==> src/rtl/exec_stage.sv <==
// Execute stage: single-cycle ALU/MUL/CMP and a multi-cycle restoring divider.
// The decode stage must hold A/B/ctrl while stall is high.
module exec_stage #(
  parameter int DATA_WIDTH     = 16,
  parameter int REG_ADDR_WIDTH = 5,
  parameter int OPCODE_WIDTH   = 4,
  parameter int CTRL_WIDTH     = OPCODE_WIDTH + REG_ADDR_WIDTH
) (
  input  logic                      clk_in,
  input  logic                      RST,
  input  logic [DATA_WIDTH-1:0]     A,
  input  logic [DATA_WIDTH-1:0]     B,
  input  logic [CTRL_WIDTH-1:0]     ctrl,
  output logic [REG_ADDR_WIDTH-1:0] reg_addr,
  output logic [DATA_WIDTH-1:0]     reg_data,
  output logic                      reg_en,
  output logic [1:0]                flags,
  output logic                      dz,
  output logic                      stall
);

  localparam int CNT_W = $clog2(DATA_WIDTH + 1);

  localparam logic [OPCODE_WIDTH-1:0] OP_ADD  = OPCODE_WIDTH'(0);
  localparam logic [OPCODE_WIDTH-1:0] OP_SUB  = OPCODE_WIDTH'(1);
  localparam logic [OPCODE_WIDTH-1:0] OP_AND  = OPCODE_WIDTH'(2);
  localparam logic [OPCODE_WIDTH-1:0] OP_OR   = OPCODE_WIDTH'(3);
  localparam logic [OPCODE_WIDTH-1:0] OP_NOT  = OPCODE_WIDTH'(4);
  localparam logic [OPCODE_WIDTH-1:0] OP_MUL  = OPCODE_WIDTH'(5);
  localparam logic [OPCODE_WIDTH-1:0] OP_DIV  = OPCODE_WIDTH'(6);
  localparam logic [OPCODE_WIDTH-1:0] OP_CMP  = OPCODE_WIDTH'(7);
  // 8..15: LW, SW, JR, JPC, BRFL, CALL, RET, NOP -- no effect in this stage

  typedef enum logic [1:0] {
    IDLE     = 2'd0,
    DIV_RUN  = 2'd1,
    DIV_DONE = 2'd2
  } state_e;

  state_e                    state_q, state_d;
  logic [CNT_W-1:0]          cnt_q, cnt_d;
  logic [DATA_WIDTH-1:0]     rem_q, rem_d;
  logic [DATA_WIDTH-1:0]     quo_q, quo_d;
  logic [DATA_WIDTH-1:0]     dvs_q, dvs_d;
  logic                      neg_q, neg_d;
  logic                      divz_q, divz_d;
  logic [REG_ADDR_WIDTH-1:0] rd_q, rd_d;
  logic [REG_ADDR_WIDTH-1:0] reg_addr_q, reg_addr_d;
  logic [DATA_WIDTH-1:0]     reg_data_q, reg_data_d;
  logic                      reg_en_q, reg_en_d;
  logic [1:0]                flags_q, flags_d;
  logic                      dz_q, dz_d;

  logic [OPCODE_WIDTH-1:0]   opcode;
  logic [REG_ADDR_WIDTH-1:0] rd;
  logic [DATA_WIDTH-1:0]     abs_a, abs_b;
  logic [DATA_WIDTH:0]       shifted;
  logic [DATA_WIDTH-1:0]     quo_signed;

  assign opcode = ctrl[OPCODE_WIDTH-1:0];
  assign rd     = ctrl[CTRL_WIDTH-1:OPCODE_WIDTH];

  // Magnitudes as unsigned W-bit values; the most negative input maps to 2^(W-1).
  assign abs_a = A[DATA_WIDTH-1] ? (~A) + DATA_WIDTH'(1) : A;
  assign abs_b = B[DATA_WIDTH-1] ? (~B) + DATA_WIDTH'(1) : B;

  // Partial remainder stays below the divisor, so W bits plus the shifted-in bit suffice.
  assign shifted    = {rem_q, quo_q[DATA_WIDTH-1]};
  assign quo_signed = neg_q ? (~quo_q) + DATA_WIDTH'(1) : quo_q;

  always_comb begin
    state_d    = state_q;
    cnt_d      = cnt_q;
    rem_d      = rem_q;
    quo_d      = quo_q;
    dvs_d      = dvs_q;
    neg_d      = neg_q;
    divz_d     = divz_q;
    rd_d       = rd_q;
    reg_en_d   = 1'b0;
    reg_addr_d = reg_addr_q;
    reg_data_d = reg_data_q;
    flags_d    = flags_q;
    dz_d       = dz_q;

    case (state_q)
      IDLE: begin
        case (opcode)
          OP_ADD: begin
            reg_en_d   = 1'b1;
            reg_addr_d = rd;
            reg_data_d = A + B;
          end
          OP_SUB: begin
            reg_en_d   = 1'b1;
            reg_addr_d = rd;
            reg_data_d = A - B;
          end
          OP_AND: begin
            reg_en_d   = 1'b1;
            reg_addr_d = rd;
            reg_data_d = A & B;
          end
          OP_OR: begin
            reg_en_d   = 1'b1;
            reg_addr_d = rd;
            reg_data_d = A | B;
          end
          OP_NOT: begin
            reg_en_d   = 1'b1;
            reg_addr_d = rd;
            reg_data_d = ~A;
          end
          OP_MUL: begin
            // Low W bits of a product do not depend on operand signedness.
            reg_en_d   = 1'b1;
            reg_addr_d = rd;
            reg_data_d = A * B;
          end
          OP_CMP: begin
            flags_d = {($signed(A) < $signed(B)), (A == B)};
          end
          OP_DIV: begin
            state_d = DIV_RUN;
            cnt_d   = CNT_W'(DATA_WIDTH);
            rem_d   = '0;
            quo_d   = abs_a;
            dvs_d   = abs_b;
            neg_d   = A[DATA_WIDTH-1] ^ B[DATA_WIDTH-1];
            divz_d  = (B == '0);
            rd_d    = rd;
          end
          default: ;
        endcase
      end

      DIV_RUN: begin
        if (shifted >= {1'b0, dvs_q}) begin
          rem_d = shifted[DATA_WIDTH-1:0] - dvs_q;
          quo_d = {quo_q[DATA_WIDTH-2:0], 1'b1};
        end else begin
          rem_d = shifted[DATA_WIDTH-1:0];
          quo_d = {quo_q[DATA_WIDTH-2:0], 1'b0};
        end
        cnt_d = cnt_q - CNT_W'(1);
        if (cnt_q == CNT_W'(1)) begin
          state_d = DIV_DONE;
        end
      end

      DIV_DONE: begin
        reg_en_d   = 1'b1;
        reg_addr_d = rd_q;
        reg_data_d = divz_q ? '1 : quo_signed;
        if (divz_q) begin
          dz_d = 1'b1;
        end
        state_d = IDLE;
      end

      default: state_d = IDLE;
    endcase
  end

  always_ff @(posedge clk_in or negedge RST) begin
    if (!RST) begin
      state_q    <= IDLE;
      cnt_q      <= '0;
      rem_q      <= '0;
      quo_q      <= '0;
      dvs_q      <= '0;
      neg_q      <= 1'b0;
      divz_q     <= 1'b0;
      rd_q       <= '0;
      reg_en_q   <= 1'b0;
      reg_addr_q <= '0;
      reg_data_q <= '0;
      flags_q    <= '0;
      dz_q       <= 1'b0;
    end else begin
      state_q    <= state_d;
      cnt_q      <= cnt_d;
      rem_q      <= rem_d;
      quo_q      <= quo_d;
      dvs_q      <= dvs_d;
      neg_q      <= neg_d;
      divz_q     <= divz_d;
      rd_q       <= rd_d;
      reg_en_q   <= reg_en_d;
      reg_addr_q <= reg_addr_d;
      reg_data_q <= reg_data_d;
      flags_q    <= flags_d;
      dz_q       <= dz_d;
    end
  end

  assign stall    = (state_q != IDLE);
  assign reg_en   = reg_en_q;
  assign reg_addr = reg_addr_q;
  assign reg_data = reg_data_q;
  assign flags    = flags_q;
  assign dz       = dz_q;

endmodule

==> config.mk <==
export PLATFORM = sky130hd
export DESIGN_NAME = exec_stage
export DESIGN_NICKNAME = d
export VERILOG_FILES = /design/src/rtl/exec_stage.sv
export SDC_FILE = /design/constraint.sdc
export NUM_CORES = 1
export LEC_CHECK = 0
export ABC_AREA = 1
export CORE_ASPECT_RATIO = 0.75
export CORE_MARGIN = 5
export CORE_UTILIZATION = 36
export CTS_BUF_LIST = sky130_fd_sc_hd__clkbuf_4 sky130_fd_sc_hd__clkbuf_8
export CTS_CLUSTER_SIZE = 24
export DETAILED_ROUTE_END_ITERATION = 10
export PLACE_DENSITY = 0.59
export SYNTH_ARGS = -nofsm -noshare
export SYNTH_HDL_FRONTEND = slang
export SYNTH_SLANG_ARGS = --single-unit
export TNS_END_PERCENT = 5
==> constraint.sdc <==
create_clock -name clk_in -period 2.6 [get_ports clk_in]
set_input_delay 0.52 -clock clk_in [delete_from_list [all_inputs] [get_ports clk_in]]
set_output_delay 0.52 -clock clk_in [all_outputs]
set_load 0.03 [all_outputs]
==> metrics.txt <==
fraction of layout cells with a size suffix above 1 23.6%; Worst slew margin 53.8%; Sequential Power Share 14.3%; Critical Path End Type flop; Detail Route Antenna Nets 0; Primary FF master, synth dfrtp_1; Max Cap Viol 0; Synth cell types 54; Post-Synth Simple-Gate Area 26.8%; GP Congestion 0.996; Max Slew Vio Count 0; main combinational cell family by area after synthesis simple AND/OR/NAND/NOR gates; grt total ovfl 0; Yosys reg bits 87; core area 33,700 µm²; Net Sw Frac 52.3%; DR pass1 iterations 6; Mapped Area 12,300 µm²; Tcrit/Tclk final 193%; worst-case reg-to-reg path depth 13; RR Startpoint quo_q[15]; Clock Skew 0.0212 ns; cts hold-fix bufs 0; area delta synth->final 34.7%; CP Capture Point reg_data[14]; vias per cell 5.01; critical path required time 2.91 ns; Leakage 9.05 nW; DR vias 13.1k; ant diodes 0; Clock power frac 5.8%; VDD IR max 0.983 mV; Setup crit start kind primary input; final hold viol count 0; Starting DRT DRC Count 1,197; clk sinks 87; min cycle time layout 5.03 ns; filler instances 3,417; Post-Synth Adder-Cell Area 25.5%; Final setup viols 14; die area 38,100 µm²; run status complete, but fails checks; worst hold path class in -> async; highest clock rate 0.199 GHz; CP Launch Point A[9]; Post-Syn Nets 2,064; Total Wirelength 45,800 µm; final core utilization 49.3%; vias in the first global route 12.9k; Pwr Density 1030 nW/µm²; Seq/Total Area, Yosys 17.7%; proportion of synthesized area in mux cells 0%; Yosys Warn Count 0; final setup TNS -25.56 ns; clock buffer depth 2; clk root buf clkbuf_8; # rows 58; clock latency on the worst-skew pair 0.41 ns; Post-synth EDFFs 0; Mapped Cells 1,820; Crit Path Class in -> reg; Reg-to-Reg End rem_q[14]; Die Y 170 µm; slew of the pin with the lowest slew margin 0.694 ns; Max FO, Critical Path 5; Avg Cell Area, Syn 6.77 µm²; RSZ-0062 raised after global routing yes; Initial Util 36.6%; Buffers on Ports 68; DP Worst Slack -3.50 ns; xor-xnor portion of the synthesized cell area 3.20%; chip width 224 µm; R2R Setup Slk 0.12 ns; final worst setup slack -2.43 ns; largest net degree at the start of global routing 49; GR Util All Layers 24.1%; DRC 0; asr flop ratio synth 100%; first-pass GRT wire length 71,700 µm; Num CTS Buffers 9; Combinational Power Share 80.0%; Max H-tree Level 3; Critical Path AT 5.34 ns; initial antenna violation count 0; Detailed Place HPWL 37,700 µm; routed len/inst 17.5 µm; Clock Pin Slew Worst Setup and Hold Paths 0.11 ns; sw power 8.92 mW; failing checks setup timing; CTS tree yes; cell-internal power 8.13 mW; Boundary Pins 69; fin nets 2,400; Synth Area in Compound Gates 12.6%
## per-layer routing
metal,track usage [%],share of wire (%),vias to the layer above
met5,0,0,-
met4,5.06,1.9,0
met3,5.67,7.7,52
met2,37.0,43,418
met1,34.8,48,6224
li1,-,-,6381
## area by class of cell
class	instances	area [µm²]	area share (%)
clock buffers	9	124	0.746
inverters	384	1450	8.73
well taps	450	563	3.39
repair buffers	393	3280	19.8
flip-flops and latches	87	2180	13.1
multi-input cells	1281	8940	53.9
clock inverters	7	62.6	0.377
## repair_timing
action / 4_1_cts / 5_1_grt
endpoints found under the setup margin: 24 / 33
resized for setup: 184 / 61
pin swaps: 91 / 35
buffers inserted: 23 / 7
## through the flow
step           power [mW]  hold slack (ns)  cells  cell area [µm²]
2_1_floorplan        10.3            0.224   1820            12600
4_1_cts              16.6            0.147   2609            16500
5_1_grt              18.7            0.165   2611            16600
6_report             17.1            0.121   2611            16600
3_5_place_dp         14.1            0.459   2570            15700
3_3_place_gp         13.9            0.454   2570            15700
## power by group through the flow
stage	Sequential [mW]	Combinational, mW	Clock [mW]
after floorplan	2.63	7.64	0
after global placement	2.43	11.4	0
after detailed placement	2.43	11.6	0
after CTS	2.42	13.2	1.01
after global routing	2.51	15.2	1.06
final	2.43	13.6	0.984
## synth_stat cells (3+ instances only)
master	number	area share, %
ha_1	118	12
buf_2	28	1.1
inv_1	375	11
dfrtp_1	87	18
nor3_2	6	0.49
o221ai_1	18	1.3
inv_2	7	0.21
nand2_1	484	15
a21oi_1	83	3.4
a31oi_1	14	0.71
xnor2_1	9	0.64
xor2_1	36	2.6
fa_1	83	13
o31ai_1	6	0.37
a221oi_1	7	0.50
a21boi_0	3	0.18
o22ai_1	7	0.36
nor3_1	17	0.69
o21ai_1	7	0.28
nand2_2	10	0.51
o21bai_1	7	0.43
nand4_1	21	1.1
o21ai_0	83	3.4
nand3_1	103	4.2
o2111ai_1	4	0.28
nor4_1	4	0.20
clkbuf_1	35	1.1
nand3b_1	17	1.0
or2_2	3	0.15
o211ai_1	8	0.49
nor2_1	101	3.1
## critical path, cell delays in order
cell,delay (ns)
buf_12,0.11
buf_6,0.11
nand2_2,0.06
inv_2,0.04
fa_1,0.52
inv_1,0.05
fa_1,0.49
inv_1,0.05
fa_1,0.46
fa_1,0.53
fa_1,0.51
inv_2,0.04
fa_1,0.54
inv_2,0.04
ha_4,0.28
inv_4,0.05
nor4_4,0.28
nand3_1,0.12
nand3_2,0.11
nand2_1,0.07
nand2_2,0.08
nand3_2,0.06
o21ai_1,0.15
nand2_1,0.07
## cells by family after synthesis
group | count (synthesis)
buf+inv | 452
flops | 87
xor+xnor | 45
simple gates | 775
fa+ha+maj | 201
compound gates | 260
## cells in the final DEF, fill, tap and decap left out, drive strengths merged, types with 2 or more instances in the layout
cell type      count
a21oi             85
or2                4
fa                83
dlygate4sd2        4
nor2             102
ha               118
o21bai             7
o211ai             8
clkdlybuf4s50     42
inv              386
clkinvlp           3
o2111ai            4
xor2              36
a221oi             7
o22ai              7
a21boi             4
o221ai            18
buf              337
nor3              24
nand3b            17
a31oi             14
dlymetal6s2s       2
nor4               4
a21o               2
nand4             21
nand2            496
clkbuf            15
nand3            104
dfrtp             87
clkdlybuf4s15      2
xnor2              9
o31ai              6
clkinv             2
o21ai             92
## how the worst min path moves through the flow
stage                 start       end  cells past startpoint
detailed placement  rd_q[4]   rd_q[4]                      2
global route            RST  rem_q[5]                      1
finish                  RST  rem_q[6]                      1
floorplan               RST  cnt_q[0]                      0
CTS                     RST  rem_q[5]                      1
global placement    rd_q[2]   rd_q[2]                      2
## state kept, by name, summed over array words and instances (netlist names)
name	flops
state_q	2
dz	1
divz_q	1
neg_q	1
flags	2
rem_q	16
reg_data	16
reg_addr	5
quo_q	16
rd_q	5
dvs_q	16
cnt_q	5
reg_en	1
Power figures use the tool's default switching activity.
